`src/rtl/fetch_ctrl.sv`:
```
// fetch_ctrl: instruction fetch controller that feeds the F/D pipeline register.
// Keeps at most one fetch in flight, parks an early response in a one-entry skid
// buffer while decode stalls, and applies branch/jump redirects after the delay slot.
module fetch_ctrl (
  input  logic        clk,
  input  logic        reset_n,
  input  logic        stall_i,
  input  logic [1:0]  pcsrc_d,
  input  logic [31:0] br_target_d,
  input  logic [31:0] j_target_d,
  input  logic [31:0] jr_target_d,
  output logic        imem_req,
  output logic [31:0] imem_addr,
  input  logic        imem_ack,
  input  logic [31:0] imem_rdata,
  output logic [31:0] instr_f,
  output logic [31:0] pc_f,
  output logic        valid_f
);

  localparam logic [31:0] ResetPc = 32'h0000_3000;

  typedef enum logic [1:0] {StIssue, StWait, StSkid, StDrain} state_e;

  state_e      state_q;
  logic [31:0] pc_q;
  logic        redir_pend_q;
  logic [31:0] redir_addr_q;
  logic [31:0] skid_instr_q;
  logic [31:0] skid_pc_q;
  logic [31:0] instr_f_q;
  logic [31:0] pc_f_q;
  logic        valid_f_q;

  logic        capture;
  logic        squash;
  logic [31:0] target;

  // Redirect decode: a non-sequential decision is taken only on an edge where D advances.
  always_comb begin
    target = br_target_d;
    unique case (pcsrc_d)
      2'b10:   target = j_target_d;
      2'b11:   target = jr_target_d;
      default: target = br_target_d;
    endcase
  end

  assign capture = (pcsrc_d != 2'b00) && !stall_i;
  // Delay slot is leaving F/D on this edge, so whatever is being fetched is wrong-path.
  assign squash  = capture && valid_f_q;

  // Fetch FSM, PC/redirect bookkeeping, skid buffer and F/D register.
  always_ff @(posedge clk or negedge reset_n) begin
    if (!reset_n) begin
      state_q      <= StIssue;
      pc_q         <= ResetPc;
      redir_pend_q <= 1'b0;
      redir_addr_q <= '0;
      skid_instr_q <= '0;
      skid_pc_q    <= '0;
      instr_f_q    <= '0;
      pc_f_q       <= '0;
      valid_f_q    <= 1'b0;
    end else begin
      // D consumes the F/D entry; a load below overrides this.
      if (valid_f_q && !stall_i) begin
        valid_f_q <= 1'b0;
      end
      // Delay slot not fetched yet: remember the target until its fetch is accepted.
      if (capture && !valid_f_q) begin
        redir_pend_q <= 1'b1;
        redir_addr_q <= target;
      end

      unique case (state_q)
        StIssue: begin
          if (squash) begin
            pc_q    <= target;
            state_q <= StDrain;
          end else begin
            state_q <= StWait;
          end
        end

        StWait: begin
          if (squash) begin
            pc_q    <= target;
            state_q <= imem_ack ? StIssue : StDrain;
          end else if (imem_ack) begin
            if (capture) begin
              // Redirect arriving with the delay-slot data applies immediately.
              pc_q         <= target;
              redir_pend_q <= 1'b0;
            end else if (redir_pend_q) begin
              pc_q         <= redir_addr_q;
              redir_pend_q <= 1'b0;
            end else begin
              pc_q <= pc_q + 32'd4;
            end
            if (!valid_f_q || !stall_i) begin
              instr_f_q <= imem_rdata;
              pc_f_q    <= pc_q;
              valid_f_q <= 1'b1;
              state_q   <= StIssue;
            end else begin
              skid_instr_q <= imem_rdata;
              skid_pc_q    <= pc_q;
              state_q      <= StSkid;
            end
          end
        end

        StSkid: begin
          if (squash) begin
            // Skid entry is wrong-path; it is simply never moved into F/D.
            pc_q    <= target;
            state_q <= StIssue;
          end else if (!stall_i) begin
            instr_f_q <= skid_instr_q;
            pc_f_q    <= skid_pc_q;
            valid_f_q <= 1'b1;
            state_q   <= StIssue;
          end
        end

        StDrain: begin
          if (squash) begin
            pc_q <= target;
          end
          if (imem_ack) begin
            state_q <= StIssue;
          end
        end

        default: state_q <= StIssue;
      endcase
    end
  end

  // The FSM rests in StIssue during reset, so the request is masked until release.
  assign imem_req  = reset_n && (state_q == StIssue);
  assign imem_addr = pc_q;
  assign instr_f   = instr_f_q;
  assign pc_f      = pc_f_q;
  assign valid_f   = valid_f_q;

endmodule

```
`config.mk`:
```
export PLATFORM = sky130hd
export DESIGN_NAME = fetch_ctrl
export DESIGN_NICKNAME = d
export VERILOG_FILES = /design/src/rtl/fetch_ctrl.sv
export SDC_FILE = /design/constraint.sdc
export NUM_CORES = 1
export LEC_CHECK = 0
export CAP_MARGIN = 40
export CORE_MARGIN = 2
export CORE_UTILIZATION = 50
export CTS_CLUSTER_DIAMETER = 200
export DETAILED_ROUTE_END_ITERATION = 6
export PLACE_DENSITY = 0.85
export SLEW_MARGIN = 20
export SYNTH_ARGS = -nofsm -noshare
export SYNTH_HDL_FRONTEND = slang
export SYNTH_SLANG_ARGS = --single-unit
```
`constraint.sdc`:
```
create_clock -name clk -period 4.1 [get_ports clk]
set_input_delay 0.615 -clock clk [delete_from_list [all_inputs] [get_ports clk]]
set_output_delay 0.615 -clock clk [all_outputs]
set_load 0.05 [all_outputs]
```
Word-level counts from Yosys, hierarchy flattened:

Cells that the tools add are included.

* $add $sub $neg: 1
* equal/unequal tests: 14
* multiplexer cells: 41
* bitwise logic cells: 2
* reduce and logical (&&, ||, !) cells: 16

Operators with widths (count)
* $mux W32: 15
* $pmux W32 S2: 4
* $add A32 B3 Y32 const B: 1
* $mux W2: 8
* $mux W1: 12
* $ne A2 B2 Y1 const B: 6
* $eq A2 B2 Y1 const B: 4
* $pmux W2 S4: 1
* $ne A3 B3 Y1 const B: 2
* $reduce_and A6 Y1: 1
* $logic_and A1 B1 Y1: 5
* $reduce_and A4 Y1: 1
* $reduce_bool A2 Y1: 2
* $reduce_and A3 Y1: 1
* $reduce_or A3 Y1: 1
* $eq A2 B1 Y1 const B: 1
* $logic_not A1 Y1: 2
* $logic_not A2 Y1: 1
* $ne A2 B1 Y1 const B: 1
* $not A1 Y1: 2
* $pmux W1 S2: 1
* $reduce_and A2 Y1: 1
* $logic_or A1 B1 Y1: 1

* bits in registers: 196
* input bits: 134
* output and inout bits: 98
* logic and storage cells: 83

Depth between registers and ports, before layout:

* depth after elaboration: 9
* mapped depth: 11
* gate-level depth less buffers: 7

Worst setup path after synthesis:

No wires, ideal clock.

* kind: reg2reg
* from: register pc_q[13], in the netlist imem_addr[13]
* to: register pc_q[31], in the netlist imem_addr[31]
* library setup time: 0.126 ns
* data arrival time: 2.283 ns
* data required time: 3.974 ns
* path slack: 1.691 ns
* stages on the path, launching flop included: 7
* buffers on the path: 1
* clock period less this slack: 2.409 ns
* path through: dfstp_2 buf_2 nand4_2 nor4_1 nand3_1 xnor2_1 a221o_1

* cells in the longest elaborated chain, start to end: 6

Ends and longest elaborated chain
* from (decl): RTL line 26 `logic [31:0] pc_q;`
* from (signal assigned): RTL line 57 `pc_q <= ResetPc;`
* from (signal assigned): RTL line 79 `pc_q <= target;`
* from (signal assigned): RTL line 88 `pc_q <= target;`
* $add A32 B3 Y32: RTL line 99 `pc_q <= pc_q + 32'd4;`
* $mux W32: RTL line 95 `end else if (redir_pend_q) begin`
* $mux W32: RTL line 91 `if (capture) begin`
* $mux W32: RTL line 90 `end else if (imem_ack) begin`
* $mux W32: RTL line 87 `if (squash) begin`
* $pmux W32 S2: RTL line 76 `unique case (state_q)`

Every way passes these cells. The select of a mux whose other input is x is not followed.
A chain may end at the register's enable or synchronous reset.

Final worst setup path:

* from: register state_q[1]
* to: register instr_f_q[7], in the netlist instr_f[7]

* cells in the longest elaborated chain, start to end: 3
* elaborated cells on any way between the ends: 10
* classes of those cells: 7 x eq/ne; 1 x mux; 2 x reduce/logical

Ends and longest elaborated chain
* from (decl): RTL line 25 `state_e state_q;`
* from (signal assigned): RTL line 56 `state_q <= StIssue;`
* from (signal assigned): RTL line 80 `state_q <= StDrain;`
* from (signal assigned): RTL line 82 `state_q <= StWait;`
* $eq A2 B1 Y1 / $eq A2 B2 Y1 (equally long branches): RTL line 76
* $ne A2 B2 Y1 (no line) / $reduce_bool A2 Y1 (equally long branches)
* $reduce_and A6 Y1 (no line)
* to (signal assigned): RTL line 102 `instr_f_q <= imem_rdata;`
* to (signal assigned): RTL line 120 `instr_f_q <= skid_instr_q;`
* to (decl): RTL line 31 `logic [31:0] instr_f_q;`

Parallel ways exist; a longest one is shown, timed or not.

==> metrics.md <==
| Metric | Value |
|---|---|
| Fin crit period | `2780 ps` |
| Post-synth EDFFs | `0` |
| Number of global-route vias before repair | `7787` |
| GRT Total Usage | `24.2%` |
| Sequential power share | `34.9%` |
| Switching share of total power | `44.9%` |
| Hold WS | `113 ps` |
| Max-Cap Viols | `0` |
| Die Ht | `145 um` |
| Vias per inst | `around 5.6` |
| Gate power share | `48.5%` |
| H-tree depth | `4` |
| LEAKAGE | `5.45 nW` |
| Syn Area/Cell | `10.1 um^2` |
| Area occupied by multi-input gates | `4690 um^2` |
| PwrDens | `about 800 nW/um^2` |
| Sequential fraction of the synthesis area | `49.5%` |
| RSZ-0062 raised after global routing | `no` |
| CTS resizes | `0` |
| Commonest non-fill, non-tap cell in the layout | `clkdlybuf4s50_1` |
| CTS Buffer Depth | `2` |
| Ys async rst share | `100%` |
| TritonCTS clock tree | `done` |
| Setup TNS | `0 ps` |
| WL final | `25100 um` |
| Cells after synthesis | `979` |
| Worst setup margin | `about 1300 ps` |
| Syn_nets | `1119` |
| Slew @ Worst Pin | `804 ps` |
| # rows | `51` |
| Post-CTS setup buffers | `0` |
| Slew margin rel. | `between 40% and 50%` |
| Highest-count cells in the layout ignoring fill and taps | `228 x clkdlybuf4s50_1, 194 x dfrtp_1, 151 x nand2_1, 138 x o21ai_0, 101 x mux2i_1` |
| Synthesis Warnings | `0` |
| Cell Area, Synth | `9910 um^2` |
| Fmax | `359 MHz` |
| Final Hold Viols | `0` |
| Synth Register Bits | `196` |
| Synth-to-layout area growth | `32.0%` |
| Cell Int Power | `roughly 5.7 mW` |
| DR iter-0 viols | `800` |
| Final antenna diode count | `0` |
| Register area | `4910 um^2` |
| CP Max Fanout | `85` |
| DP HPWL | `17600 um` |
| DRT antenna net count | `0` |
| Worst hold path class | `in2async` |
| WL/cell | `~17 um` |
| Fraction of layout instances using a drive strength above 1 | `a little under an eighth` |
| Run status | `completed` |
| GPL Wtd Cong | `0.856` |
| VDD IR max | `338 uV` |
| Filler cells | `between 1000 and 1500` |
| Core area | `19500 um^2` |
| TritonCTS Buffers | `17` |
| Nets | `1312` |
| CP required | `between 4000 and 5000 ps` |
| DR vias | `roughly 8200` |
| Clk Latency, worst-skew pair | `440 ps` |
| I/O pins | `232` |
| Initial core utilization | `about half` |
| DRC viols | `0` |
| Tcrit/Tclk final | `67.9%` |
| Clock share of power | `16.6%` |
| Initial antenna violation count | `0` |
| Setup WS pre-CTS | `995 ps` |
| First-pass GRT wire length | `approximately 40000 um` |
| 1st-pass router iterations | `7` |
| Worst-path clk slew | `60 ps` |
| Clock Tree Root | `clkbuf_16` |
| Final Max Slew Viols | `0` |
| Width of the die | `145 um` |
| Final setup violation count | `0` |
| Main synth FF type | `dfrtp_1` |
| # clock sinks | `196` |
| Largest net degree at the start of global routing | `154` |
| Critical Path Source Type | `flop` |
| Sw Pwr | `4.64 mW` |
| Hold_buf cts | `0` |
| Worst EP arrival | `slightly above 3000 ps` |
| Worst Setup End Kind | `flop` |
| Gr ovfl total | `0` |
| Area of the die | `21000 um^2` |
| WS Path Type | `reg2reg` |
| Clock Skew | `about 14 ps` |
| Post-synth cell types | `between 60 and 70` |
| Port Buffer Count | `231` |
==> sequential cells by signal, summed over array words and instances, names as in the netlist <==
signal        flops
redir_pend_q      1
pc_f             32
skid_pc_q        32
valid_f           1
instr_f          32
state_q           2
redir_addr_q     32
skid_instr_q     32
imem_addr        32
==> layer usage <==
layer	GRT usage, %	vias to the layer above	routed length [um]
met5	0	-	0
met4	8.94	0	610
met3	4.48	53	1670
met2	38.9	375	11700
met1	32.9	3870	11100
li1	-	3876	-
==> per-stage QoR <==
step	cell area (um^2)	power, mW	util [%]	std cells
after floorplan	9910	6.86	-	979
after global placement	12400	8.43	63.7	1412
after detailed placement	12500	8.63	64.1	1417
after CTS	13100	10.4	67.2	1449
after global routing	13100	10.9	67.2	1450
final	13100	10.3	67.2	1450
==> kinds of logic (layout without fill, tap and decap cells) <==
group                    Yosys count  in the layout  share of synthesized area, %
adder cells (fa/ha/maj)            6              6                         0.758
XOR/XNOR                          12             12                          1.06
buffers and inverters             87            293                          3.56
AND/OR/NAND/NOR                  263            263                          12.1
multiplexers                     175            175                          18.6
flip-flops                       196            196                          49.5
AO/OA/AOI/OAI                    240            240                          14.4
==> power by group through the flow <==
stage               Sequential, mW  Combinational [mW]  Clock (mW)
floorplan                     4.89                1.97           0
global placement              3.57                4.86           0
detailed placement            3.63                5.01           0
CTS                           3.60                5.03        1.73
global route                  3.73                5.36        1.81
finish                        3.61                5.02        1.71
==> worst max-delay path, cell delays in order (launching register included) <==
cell     delay (ps)
dfrtp_1         420
inv_1           140
ha_1            470
nand2_1         310
o21ai_0         230
nand3_4         440
buf_12          390
nand2_1         120
o21ai_0         100
==> cell type report <==
cell class | count | area share, %
Sequential cell | 196 | 37.5
Multi-Input combinational cell | 696 | 35.9
Clock inverter | 8 | 0.976
Clock buffer | 24 | 3.61
Tap cell | 265 | 2.53
Timing Repair Buffer | 250 | 19.2
Inverter | 11 | 0.316
==> cell usage after synthesis, types with 13 or more instances <==
| cell type | n | share of area, % |
|---|---|---|
| a21oi_1 | 28 | 1.4 |
| buf_1 | 15 | 0.57 |
| buf_2 | 15 | 0.76 |
| clkbuf_1 | 42 | 1.6 |
| dfrtp_1 | 194 | 49 |
| mux2_2 | 74 | 8.4 |
| mux2i_1 | 101 | 10 |
| nand2_1 | 151 | 5.7 |
| nand3_1 | 26 | 1.3 |
| nor2_1 | 31 | 1.2 |
| nor3_1 | 13 | 0.66 |
| o21ai_0 | 138 | 7.0 |
==> worst paths after layout <==
kind	slack, ps	from	cells after the start	endpoint
max	1320	state_q[1]	8	instr_f[7]
min	110	reset_n	1	skid_instr_q[20]
max reg2reg	1320	state_q[1]	8	instr_f[7]
max in group asynchronous	2820	reset_n	2	skid_instr_q[6]
min in group clk	480	redir_addr_q[26]	1	redir_addr_q[26]
min reg2reg	480	redir_addr_q[26]	1	redir_addr_q[26]
Note: power is estimated with default switching activity, not from simulation.
